File: config.mk
export PLATFORM = sky130hd
export DESIGN_NAME = uart_word_io
export DESIGN_NICKNAME = d
export VERILOG_FILES = /design/src/rtl/uart_word_io.sv
export SDC_FILE = /design/constraint.sdc
export NUM_CORES = 1
export LEC_CHECK = 0
export CORE_UTILIZATION = 45
export CTS_BUF_LIST = sky130_fd_sc_hd__clkbuf_4 sky130_fd_sc_hd__clkbuf_8
export DETAILED_ROUTE_END_ITERATION = 10
export GPL_TIMING_DRIVEN = 0
export PLACE_DENSITY = 0.77
export SETUP_SLACK_MARGIN = 0.1
export SYNTH_ARGS = -nofsm -noshare
export SYNTH_HDL_FRONTEND = slang
export SYNTH_SLANG_ARGS = --single-unit
File: constraint.sdc
create_clock -name clk -period 3.45 [get_ports clk]
set_input_delay 1.035 -clock clk [delete_from_list [all_inputs] [get_ports clk]]
set_output_delay 1.035 -clock clk [all_outputs]
set_load 0.1 [all_outputs]
File: src/rtl/uart_word_io.sv
// ---------------------------------------------------------------------------
// uart_word_io
//
// Word-level front end for the byte-wide UART/AXI-lite adapter. Takes one
// command of 1..4 bytes from the CPU I/O unit and turns it into a sequence of
// single-byte requests towards the adapter, one outstanding at a time.
//   - Write: bytes are sent LSB first out of a shift register.
//   - Read : bytes are collected into rsp_rdata, zero-extended to 32 bits.
//
// Optional feature (compile-time macro UART_WORD_RX_TIMEOUT_EN):
//   Per-byte receive timeout. When a byte does not arrive within RX_TIMEOUT
//   cycles of entering RX_WAIT, the command completes with rsp_timeout=1 and
//   rsp_rdata keeps the bytes received so far. The adapter may still be busy
//   at that point, so the system must pulse rstn before issuing more traffic.
//   Without the macro, rsp_timeout is constant 0 and RX_WAIT waits forever.
//
// Parameters:
//   RX_TIMEOUT  cycles allowed per received byte (timeout build only), >= 2
//
// Ports:
//   clk, rstn     clock, synchronous active-low reset
//   cmd_*         command handshake; cmd_ready is high only in IDLE
//   rsp_valid     one-cycle completion pulse, qualified by rsp_timeout
//   rsp_rdata     received word; holds until the next accepted command
//   u_t_valid     one-cycle byte transmit request; u_t_data held until done
//   u_tx_done     adapter transmit-complete pulse
//   u_r_valid     one-cycle byte receive request
//   u_r_data      received byte, valid with u_rx_done
//   u_rx_done     adapter receive-complete pulse
//
// Every output is a flop. The output flops are loaded from the next-state
// decode, so each output lines up exactly with the state it belongs to.
// ---------------------------------------------------------------------------
module uart_word_io #(
    parameter int RX_TIMEOUT = 1048576
) (
    input  logic        clk,
    input  logic        rstn,
    input  logic        cmd_valid,
    output logic        cmd_ready,
    input  logic        cmd_write,
    input  logic [1:0]  cmd_nbytes,
    input  logic [31:0] cmd_wdata,
    output logic        rsp_valid,
    output logic [31:0] rsp_rdata,
    output logic        rsp_timeout,
    output logic        u_t_valid,
    output logic [7:0]  u_t_data,
    input  logic        u_tx_done,
    output logic        u_r_valid,
    input  logic [7:0]  u_r_data,
    input  logic        u_rx_done
);

    typedef enum logic [2:0] {
        IDLE     = 3'd0,
        TX_ISSUE = 3'd1,
        TX_WAIT  = 3'd2,
        RX_ISSUE = 3'd3,
        RX_WAIT  = 3'd4,
        DONE     = 3'd5
    } state_t;

    state_t      state, state_nxt;

    // Command context. The direction of the command is carried by the state
    // encoding itself (TX_* vs RX_*), so no separate write flag is kept.
    logic [1:0]  nbytes, nbytes_nxt;
    logic [1:0]  cnt, cnt_nxt;
    logic [31:0] shift, shift_nxt;

    // Next values of the registered outputs.
    logic [31:0] rdata_nxt;
    logic [7:0]  t_data_nxt;
    logic        timeout_nxt;

    // High for the single RX_WAIT cycle in which the byte budget runs out.
    logic        rx_expired;

`ifdef UART_WORD_RX_TIMEOUT_EN
    // Counter value seen in the last allowed cycle: entering RX_WAIT with 0,
    // the DONE transition happens RX_TIMEOUT cycles after entry.
    localparam logic [20:0] TO_LAST = 21'(RX_TIMEOUT - 1);

    logic [20:0] to_cnt, to_cnt_nxt;

    // Zero in every non-RX_WAIT cycle, so the first RX_WAIT cycle sees 0.
    assign to_cnt_nxt = (state == RX_WAIT) ? to_cnt + 21'd1 : 21'd0;
    assign rx_expired = (state == RX_WAIT) && (to_cnt == TO_LAST);

    always_ff @(posedge clk) begin
        if (!rstn) begin
            to_cnt <= '0;
        end else begin
            to_cnt <= to_cnt_nxt;
        end
    end
`else
    // Parameter only matters in the timeout build.
    logic unused_rx_timeout;
    assign unused_rx_timeout = ^RX_TIMEOUT;
    assign rx_expired        = 1'b0;
`endif

    // -----------------------------------------------------------------------
    // Next-state and datapath decode
    // -----------------------------------------------------------------------
    always_comb begin
        state_nxt   = state;
        nbytes_nxt  = nbytes;
        cnt_nxt     = cnt;
        shift_nxt   = shift;
        rdata_nxt   = rsp_rdata;
        t_data_nxt  = u_t_data;
        timeout_nxt = 1'b0;

        case (state)
            IDLE: begin
                if (cmd_valid && cmd_ready) begin
                    nbytes_nxt = cmd_nbytes;
                    cnt_nxt    = 2'd0;
                    shift_nxt  = cmd_wdata;
                    rdata_nxt  = '0;
                    state_nxt  = cmd_write ? TX_ISSUE : RX_ISSUE;
                end
            end

            TX_ISSUE: state_nxt = TX_WAIT;

            TX_WAIT: begin
                // Only u_tx_done is looked at here; a stray u_rx_done is
                // simply not decoded in this state.
                if (u_tx_done) begin
                    if (cnt == nbytes) begin
                        state_nxt = DONE;
                    end else begin
                        cnt_nxt   = cnt + 2'd1;
                        shift_nxt = {8'h00, shift[31:8]};
                        state_nxt = TX_ISSUE;
                    end
                end
            end

            RX_ISSUE: state_nxt = RX_WAIT;

            RX_WAIT: begin
                // A byte arriving in the expiry cycle takes priority.
                if (u_rx_done) begin
                    rdata_nxt[{cnt, 3'b000} +: 8] = u_r_data;
                    if (cnt == nbytes) begin
                        state_nxt = DONE;
                    end else begin
                        cnt_nxt   = cnt + 2'd1;
                        state_nxt = RX_ISSUE;
                    end
                end else if (rx_expired) begin
                    timeout_nxt = 1'b1;
                    state_nxt   = DONE;
                end
            end

            DONE: state_nxt = IDLE;

            default: state_nxt = IDLE;
        endcase

        // The transmit byte is loaded whenever a TX_ISSUE is entered and is
        // otherwise held, which keeps it stable through TX_WAIT.
        if (state_nxt == TX_ISSUE) begin
            t_data_nxt = shift_nxt[7:0];
        end
    end

    // -----------------------------------------------------------------------
    // State register and context
    // -----------------------------------------------------------------------
    always_ff @(posedge clk) begin
        if (!rstn) begin
            state  <= IDLE;
            nbytes <= 2'd0;
            cnt    <= 2'd0;
            shift  <= '0;
        end else begin
            state  <= state_nxt;
            nbytes <= nbytes_nxt;
            cnt    <= cnt_nxt;
            shift  <= shift_nxt;
        end
    end

    // -----------------------------------------------------------------------
    // Registered outputs, decoded from the next state so that request and
    // response pulses coincide with their one-cycle states.
    // -----------------------------------------------------------------------
    always_ff @(posedge clk) begin
        if (!rstn) begin
            cmd_ready   <= 1'b1;
            rsp_valid   <= 1'b0;
            rsp_rdata   <= '0;
            rsp_timeout <= 1'b0;
            u_t_valid   <= 1'b0;
            u_t_data    <= '0;
            u_r_valid   <= 1'b0;
        end else begin
            cmd_ready   <= (state_nxt == IDLE);
            rsp_valid   <= (state_nxt == DONE);
            rsp_rdata   <= rdata_nxt;
            rsp_timeout <= timeout_nxt;
            u_t_valid   <= (state_nxt == TX_ISSUE);
            u_t_data    <= t_data_nxt;
            u_r_valid   <= (state_nxt == RX_ISSUE);
        end
    end

endmodule

==> results of run 1 <==
## logic make-up (layout without fill, tap and decap cells)
family                     count (synthesis)  after routing
DFF                                       83             83
buffers and inverters                     28            135
and+or+nand+nor                          117            117
muxes                                      2              2
other                                      1              1
adders and majority gates                  4              4
xor gates and xnor gates                   3              3
AOI/OAI and AO/OA                        121            121
## area by class of cell
| class | instances | area, um2 |
|---|---|---|
| Sequential cell | 83 | 1660 |
| Clock buffer | 12 | 159 |
| Clock inverter | 4 | 72.6 |
| Timing Repair Buffer | 91 | 911 |
| Multi-Input combinational cell | 248 | 1510 |
| Fill cell | 650 | 2610 |
| Buffer | 25 | 160 |
| Inverter | 3 | 11.3 |
| Tap cell | 99 | 124 |
## power by group
| group | leakage (nW) | switching [W] | total, W | internal (W) |
|---|---|---|---|---|
| Clock | 0.116 | 0.000337 | 0.000791 | 0.000454 |
| Sequential | 0.675 | 0.0000778 | 0.00117 | 0.00109 |
| Combinational | 0.832 | 0.000858 | 0.00127 | 0.000415 |
## Yosys cell counts, types with 2 or more instances
cell type  number
dfxtp_1        83
a21oi_1        49
a22oi_1        41
nor2_1         40
nand2_1        39
nand3_1        16
a22o_1          8
a311oi_1        8
buf_4           8
clkbuf_1        8
buf_2           5
buf_6           4
ha_1            4
a211oi_2        3
and2_1          3
o21ai_1         3
and4bb_1        2
inv_1           2
mux2i_1         2
nand4_1         2
nor2b_1         2
o21a_1          2
o31ai_1         2
## through the flow
step / cell area [um2] / std cells / total power (W)
after global placement: 4370 / 549 / 0.00243
after CTS: 4610 / 565 / 0.00324
after detailed placement: 4370 / 549 / 0.00245
after global routing: 4610 / 565 / 0.00339
final: 4610 / 565 / 0.00323
after floorplan: 3340 / 359 / 0.00213
## registers in the layout, summed over array words and instances, names as in the netlist
register and flops:
u_t_valid 1, cnt 2, u_r_valid 1, rsp_valid 1
cmd_ready 1, rsp_rdata 32, nbytes 2, u_t_data 8
state 3, shift 32
## worst min-delay path by stage
stage	startpoint	end	slack, ns	depth (start not counted)
after floorplan	shift[16]$_SDFFE_PN0P_	shift[16]$_SDFFE_PN0P_	0.43	2
after global placement	rsp_rdata[27]$_SDFFE_PN0P_	rsp_rdata[27]$_SDFFE_PN0P_	0.44	2
after detailed placement	rsp_rdata[5]$_SDFFE_PN0P_	rsp_rdata[5]$_SDFFE_PN0P_	0.45	2
after CTS	rsp_rdata[5]$_SDFFE_PN0P_	rsp_rdata[5]$_SDFFE_PN0P_	0.46	2
after global routing	rsp_rdata[4]$_SDFFE_PN0P_	rsp_rdata[4]$_SDFFE_PN0P_	0.47	2
final	rsp_rdata[5]$_SDFFE_PN0P_	rsp_rdata[5]$_SDFFE_PN0P_	0.46	2
## worst min-delay path: stages, from the launching register on
cell and delay [ns]:
dfxtp_1 0.31, nand2_1 0.05, a21oi_1 0.05
## layer usage
| metal | share of wire (%) | track usage, % |
|---|---|---|
| met5 | 0 | 0 |
| met3 | 5.6 | 4.81 |
| met2 | 48 | 41.6 |
| met4 | 2.1 | 10.6 |
| met1 | 44 | 28.9 |
==> flow_summary_export.csv, run 1 <==
group,metric,value,unit
global_routing,grt_max_degree,14,
global_routing,grt_pass1_wl,14100,um
layout,final_common_cell,"clkdlybuf4s50_1",
critical_path,cp_max_fo,2,
synth,synth_area,3340,um2
synth,synth_edf_count,0,
global_routing,antenna_found_initial,0,
critical_path,crit_type,"flop to output port",
detailed_routing,finalWirelength,8690,um
layout,fin_util,63.8,%
clock_network,cts_sinks,83,
die,io_pins,93,
synth,synth-adder-area-share,1.50,%
critical_path,critPathArrivalTime,1.87,ns
clock_network,cts-root-buf,"clkbuf_8",
power,power.leakage,1.62,nW
clock_network,max-clock-path-buffers,2,
synth,synth_area_leaders,"dfxtp_1 (50%), a22oi_1 (9.2%), a21oi_1 (7.3%)",
clock_network,clock_latency,0.36,ns
outcome,violations,"DRC",
sta,finalHoldViolCount,0,
critical_path,worstPathCellList,"clkdlybuf4s50_1",
layout,final_cell_mix,"clkdlybuf4s50_1 (91), dfxtp_1 (83), a21oi_1 (49), a22oi_1 (41), nor2_1 (40)",
layout,antenna_cells,0,
sta,worst_pin_slew,0.986,ns
critical_path,r2r-end,"rsp_rdata[8]$_SDFFE_PN0P_",
synth,synth_top_family_by_area,"compound AO/OA/AOI/OAI gates",
sta,max_freq,345,MHz
global_routing,grtUsageTotal,24.0,%
power,power.density,701,nW/um2
outcome,status,"finished with violations",
sta,whs,0.458,ns
global_routing,grt_remaining_overflow,0,
detailed_routing,wire_per_inst,15.4,um
clock_network,post-cts-setup-buffers,0,
synth,synth_compound_area_share,24.6,%
layout,syn_to_final_growth,37.9,%
place,portBuffers,91,
synth,syn-num-nets,411,
synth,ys_ff_latch,83,
die,initial_utilization,46.3,%
critical_path,max_stage_delay,1.15,ns
synth,synth_async_sr_flop_share,0,%
critical_path,critPathLaunch,"rsp_rdata[0]$_SDFFE_PN0P_",
sta,tns,0,ns
sta,slew-limit-headroom,34.0,%
place,hpwl,6330,um
clock_network,cts_resized,0,
critical_path,crit_path_end_kind,"output port",
synth,synth-simple-area-share,17.3,%
clock_network,cts.clk_slew.worst_paths,0.08,ns
place,place_ws,0.541,ns
synth,ys_types,46,
place,gp_congestion,0.818,
flow_run,cap_violations,0,
clock_network,cts_tree,"yes",
global_routing,grt_pass1_vias,2924,
clock_network,cts_made_buffers,9,
critical_path,reg2reg_from,"cnt[0]$_SDFFE_PN0P_",
die,die_x,88.1,um
detailed_routing,ant_nets,0,
critical_path,cp_top_family,"buffers and inverters",
critical_path,rrSetupSlack,1.29,ns
synth,synth_top_area_share,49.8,%
detailed_routing,dr.pass1.iters,7,
die,core_area,7210,um2
synth,synthCells,359,
clock_network,htree_num_levels,3,
synth,yosys_warnings,0,
critical_path,worst_ep_required_time,2.41,ns
critical_path,cp_slowest_cell,"clkdlybuf4s50_1",
sta,drv_slew,0,
synth,synthFlopType,"dfxtp_1",
synth,synth_mux_area_share,0.599,%
critical_path,cp-start-kind,"flop",
sta,setup_viol,0,
detailed_routing,num_vias,3086,
synth,yosysSeqAreaShare,49.8,%
sta,min_period,2.90,ns
critical_path,cp.depth,1,
critical_path,reg2reg_depth,7,
die,rows,31,
die,dieArea,7770,um2
synth,synth_top_cell_by_area,"dfxtp_1",
layout,final_nets,513,
detailed_routing,dr.first_iter.drc_count,126,
die,die_h,88.1,um
power,ir_worst_vdd,0.000641,V
synth,synthXorXnorAreaFrac,1.01,%
clock_network,ctsHoldBuffers,0,
critical_path,crit_end,"rsp_rdata[0]",
sta,fin_crit_sh,84.1,%
detailed_routing,via_per_inst,5.46,
detailed_routing,drc,2,
layout,layout-drive-gt1-share,9.87,%
sta,skew,0.00616,ns
critical_path,worst-path-buf-inv,1,
synth,syn_area_per_cell,9.30,um2
hold_path,holdCritPathClass,"flop to flop",
sta,rsz0062_at_grt,"false",
sta,worst_slack,0.549,ns
Power figures use the tool's default switching activity.
==> inputs of run 2 (changes only) <==
--- a/config.mk
+++ b/config.mk
@@ -9,7 +9,7 @@
 export CTS_BUF_LIST = sky130_fd_sc_hd__clkbuf_4 sky130_fd_sc_hd__clkbuf_8
 export DETAILED_ROUTE_END_ITERATION = 10
 export GPL_TIMING_DRIVEN = 0
-export PLACE_DENSITY = 0.77
+export PLACE_DENSITY = 0.8
 export SETUP_SLACK_MARGIN = 0.1
 export SYNTH_ARGS = -nofsm -noshare
 export SYNTH_HDL_FRONTEND = slang
==> constraint.sdc (replaced) <==
create_clock -name clk -period 2.4 [get_ports clk]
set_input_delay 0.72 -clock clk [delete_from_list [all_inputs] [get_ports clk]]
set_output_delay 0.72 -clock clk [all_outputs]
set_load 0.1 [all_outputs]
==> run 2 against run 1 <==
Compared with the run above:
- the flow now finishes without violations
- core utilization shrank 0.95 points
- global-route usage shrank 0.84 points
- count of clock-buffer cells in the layout grew 2
- critical path type unchanged
- sequential share of layout area up 0.55 points
- critical endpoint is now rsp_rdata[7]
==> flow_summary_export.csv, run 2 (synthesis results as in run 1) <==
group,metric,value,unit
outcome,status,"completed",
place,place_ws,-0.168,ns
sta,slew-limit-headroom,35.9,%
critical_path,worst-path-buf-inv,1,
layout,fin_util,62.9,%
detailed_routing,dr.first_iter.drc_count,154,
sta,worst_slack,0.124,ns
clock_network,cts.clk_slew.worst_paths,0.08,ns
sta,drv_slew,0,
layout,syn_to_final_growth,35.9,%
critical_path,crit_path_end_kind,"output port",
detailed_routing,via_per_inst,5.51,
sta,max_freq,439,MHz
critical_path,worstPathCellList,"clkdlybuf4s15_1",
clock_network,cts_sinks,83,
die,core_area,7210,um2
power,power,0.00441,W
global_routing,grtUsageTotal,23.2,%
critical_path,rrSetupSlack,0.26,ns
flow_run,cap_violations,0,
detailed_routing,wire_per_inst,15.3,um
sta,fin_crit_sh,94.8,%
global_routing,antenna_found_initial,0,
clock_network,cts-root-buf,"clkbuf_8",
sta,skew,0.00836,ns
clock_network,cts_made_buffers,9,
critical_path,max_stage_delay,0.84,ns
place,hpwl,6280,um
die,initial_utilization,46.3,%
detailed_routing,finalWirelength,8670,um
place,place_area,4370,um2
place,portBuffers,91,
clock_network,max-clock-path-buffers,2,
layout,final_cell_mix,"dfxtp_1 (83), a21oi_1 (49), clkdlybuf4s50_1 (46), a22oi_1 (41), nor2_1 (40)",
critical_path,cp-start-kind,"flop",
hold_path,holdCritPathClass,"flop to flop",
die,io_pins,93,
clock_network,clock_latency,0.35,ns
sta,finalHoldViolCount,0,
layout,final_common_cell,"dfxtp_1",
critical_path,worst_ep_required_time,1.68,ns
layout,top_regs,"rsp_rdata x32, shift x32, u_t_data x8",
critical_path,cp_max_fo,2,
global_routing,grt_pass1_wl,13500,um
sta,worst_pin_slew,0.965,ns
sta,whs,0.454,ns
global_routing,grt_remaining_overflow,0,
detailed_routing,ant_nets,0,
sta,min_period,2.28,ns
layout,layout-drive-gt1-share,11.8,%
global_routing,grt_max_degree,13,
clock_network,htree_num_levels,3,
sta,rsz0062_at_grt,"true",
power,ir_worst_vdd,0.000879,V
layout,stdcell_area,4540,um2
critical_path,crit_type,"flop to output port",
die,die_h,88.1,um
critical_path,critPathArrivalTime,1.56,ns
die,dieArea,7770,um2
detailed_routing,dr.pass1.iters,5,
die,rows,31,
detailed_routing,drc,0,
sta,setup_viol,0,
power,power.leakage,1.71,nW
global_routing,grt_pass1_vias,2855,
critical_path,cp_top_family,"buffers and inverters",
die,die_x,88.1,um
critical_path,cp_slowest_cell,"clkdlybuf4s15_1",
layout,final_nets,515,
power,power.density,972,nW/um2
clock_network,cts_tree,"yes",
place,gp_congestion,0.810,
detailed_routing,num_vias,3127,
==> run 2: cell types whose count changed in the layout (fill, tap and decap cells not counted), moves of 2 or more <==
| cell | previous run | this run |
|---|---|---|
| bufinv_16 | 2 | 0 |
| clkbuf_2 | 0 | 5 |
| clkbuf_4 | 1 | 3 |
| clkdlybuf4s15_1 | 0 | 27 |
| clkdlybuf4s50_1 | 91 | 46 |
| dlygate4sd2_1 | 0 | 12 |
==> run 2: area by class of cell <==
type	count	area, um2
well taps	99	124
clock inverters	2	10.0
clock buffers	14	174
plain buffers	25	160
multi-input cells	248	1510
flip-flops and latches	83	1660
repair buffers	93	886
fillers	635	2680
inverters	3	11.3
diodes	1	2.50
==> run 2: path summary, 6_finish.rpt <==
path	end	cells after the start	start
worst min-delay path	rsp_rdata[28]$_SDFFE_PN0P_	2	rsp_rdata[28]$_SDFFE_PN0P_
worst min register to register	rsp_rdata[28]$_SDFFE_PN0P_	2	rsp_rdata[28]$_SDFFE_PN0P_
worst max register to register	rsp_rdata[23]$_SDFFE_PN0P_	7	cnt[0]$_SDFFE_PN0P_
worst max-delay path	rsp_rdata[7]	1	rsp_rdata[7]$_SDFFE_PN0P_
==> run 2: metal layers <==
layer  track usage [%]  share of wire, %  up-vias  wire length [um]
li1                  -                 -     1503                 -
met1              28.7                42     1505              3670
met2              39.5                50      104              4300
met3              5.28               6.2       15               534
met4              8.50               1.9        0               164
met5                 0                 0        -                 0
==> run 2: per-stage QoR <==
step           TNS [ns]  cells
2_1_floorplan         0    359
3_3_place_gp      -2.58    549
3_5_place_dp      -3.91    549
4_1_cts               0    565
5_1_grt               0    567
6_report              0    568
==> run 2: where the power goes <==
| group | switching (W) | internal [W] | leakage, nW |
|---|---|---|---|
| combinational | 0.00124 | 0.000569 | 0.936 |
| sequential | 0.000110 | 0.00157 | 0.675 |
| clock | 0.000462 | 0.000465 | 0.101 |
==> run 2: what timing repair did <==
action,4_1_cts,5_1_grt
hold buffers,0,0
pin swaps,0,5
setup buffers,0,1
setup endpoints to repair,44,48
cloned,0,1
resized for setup,45,40
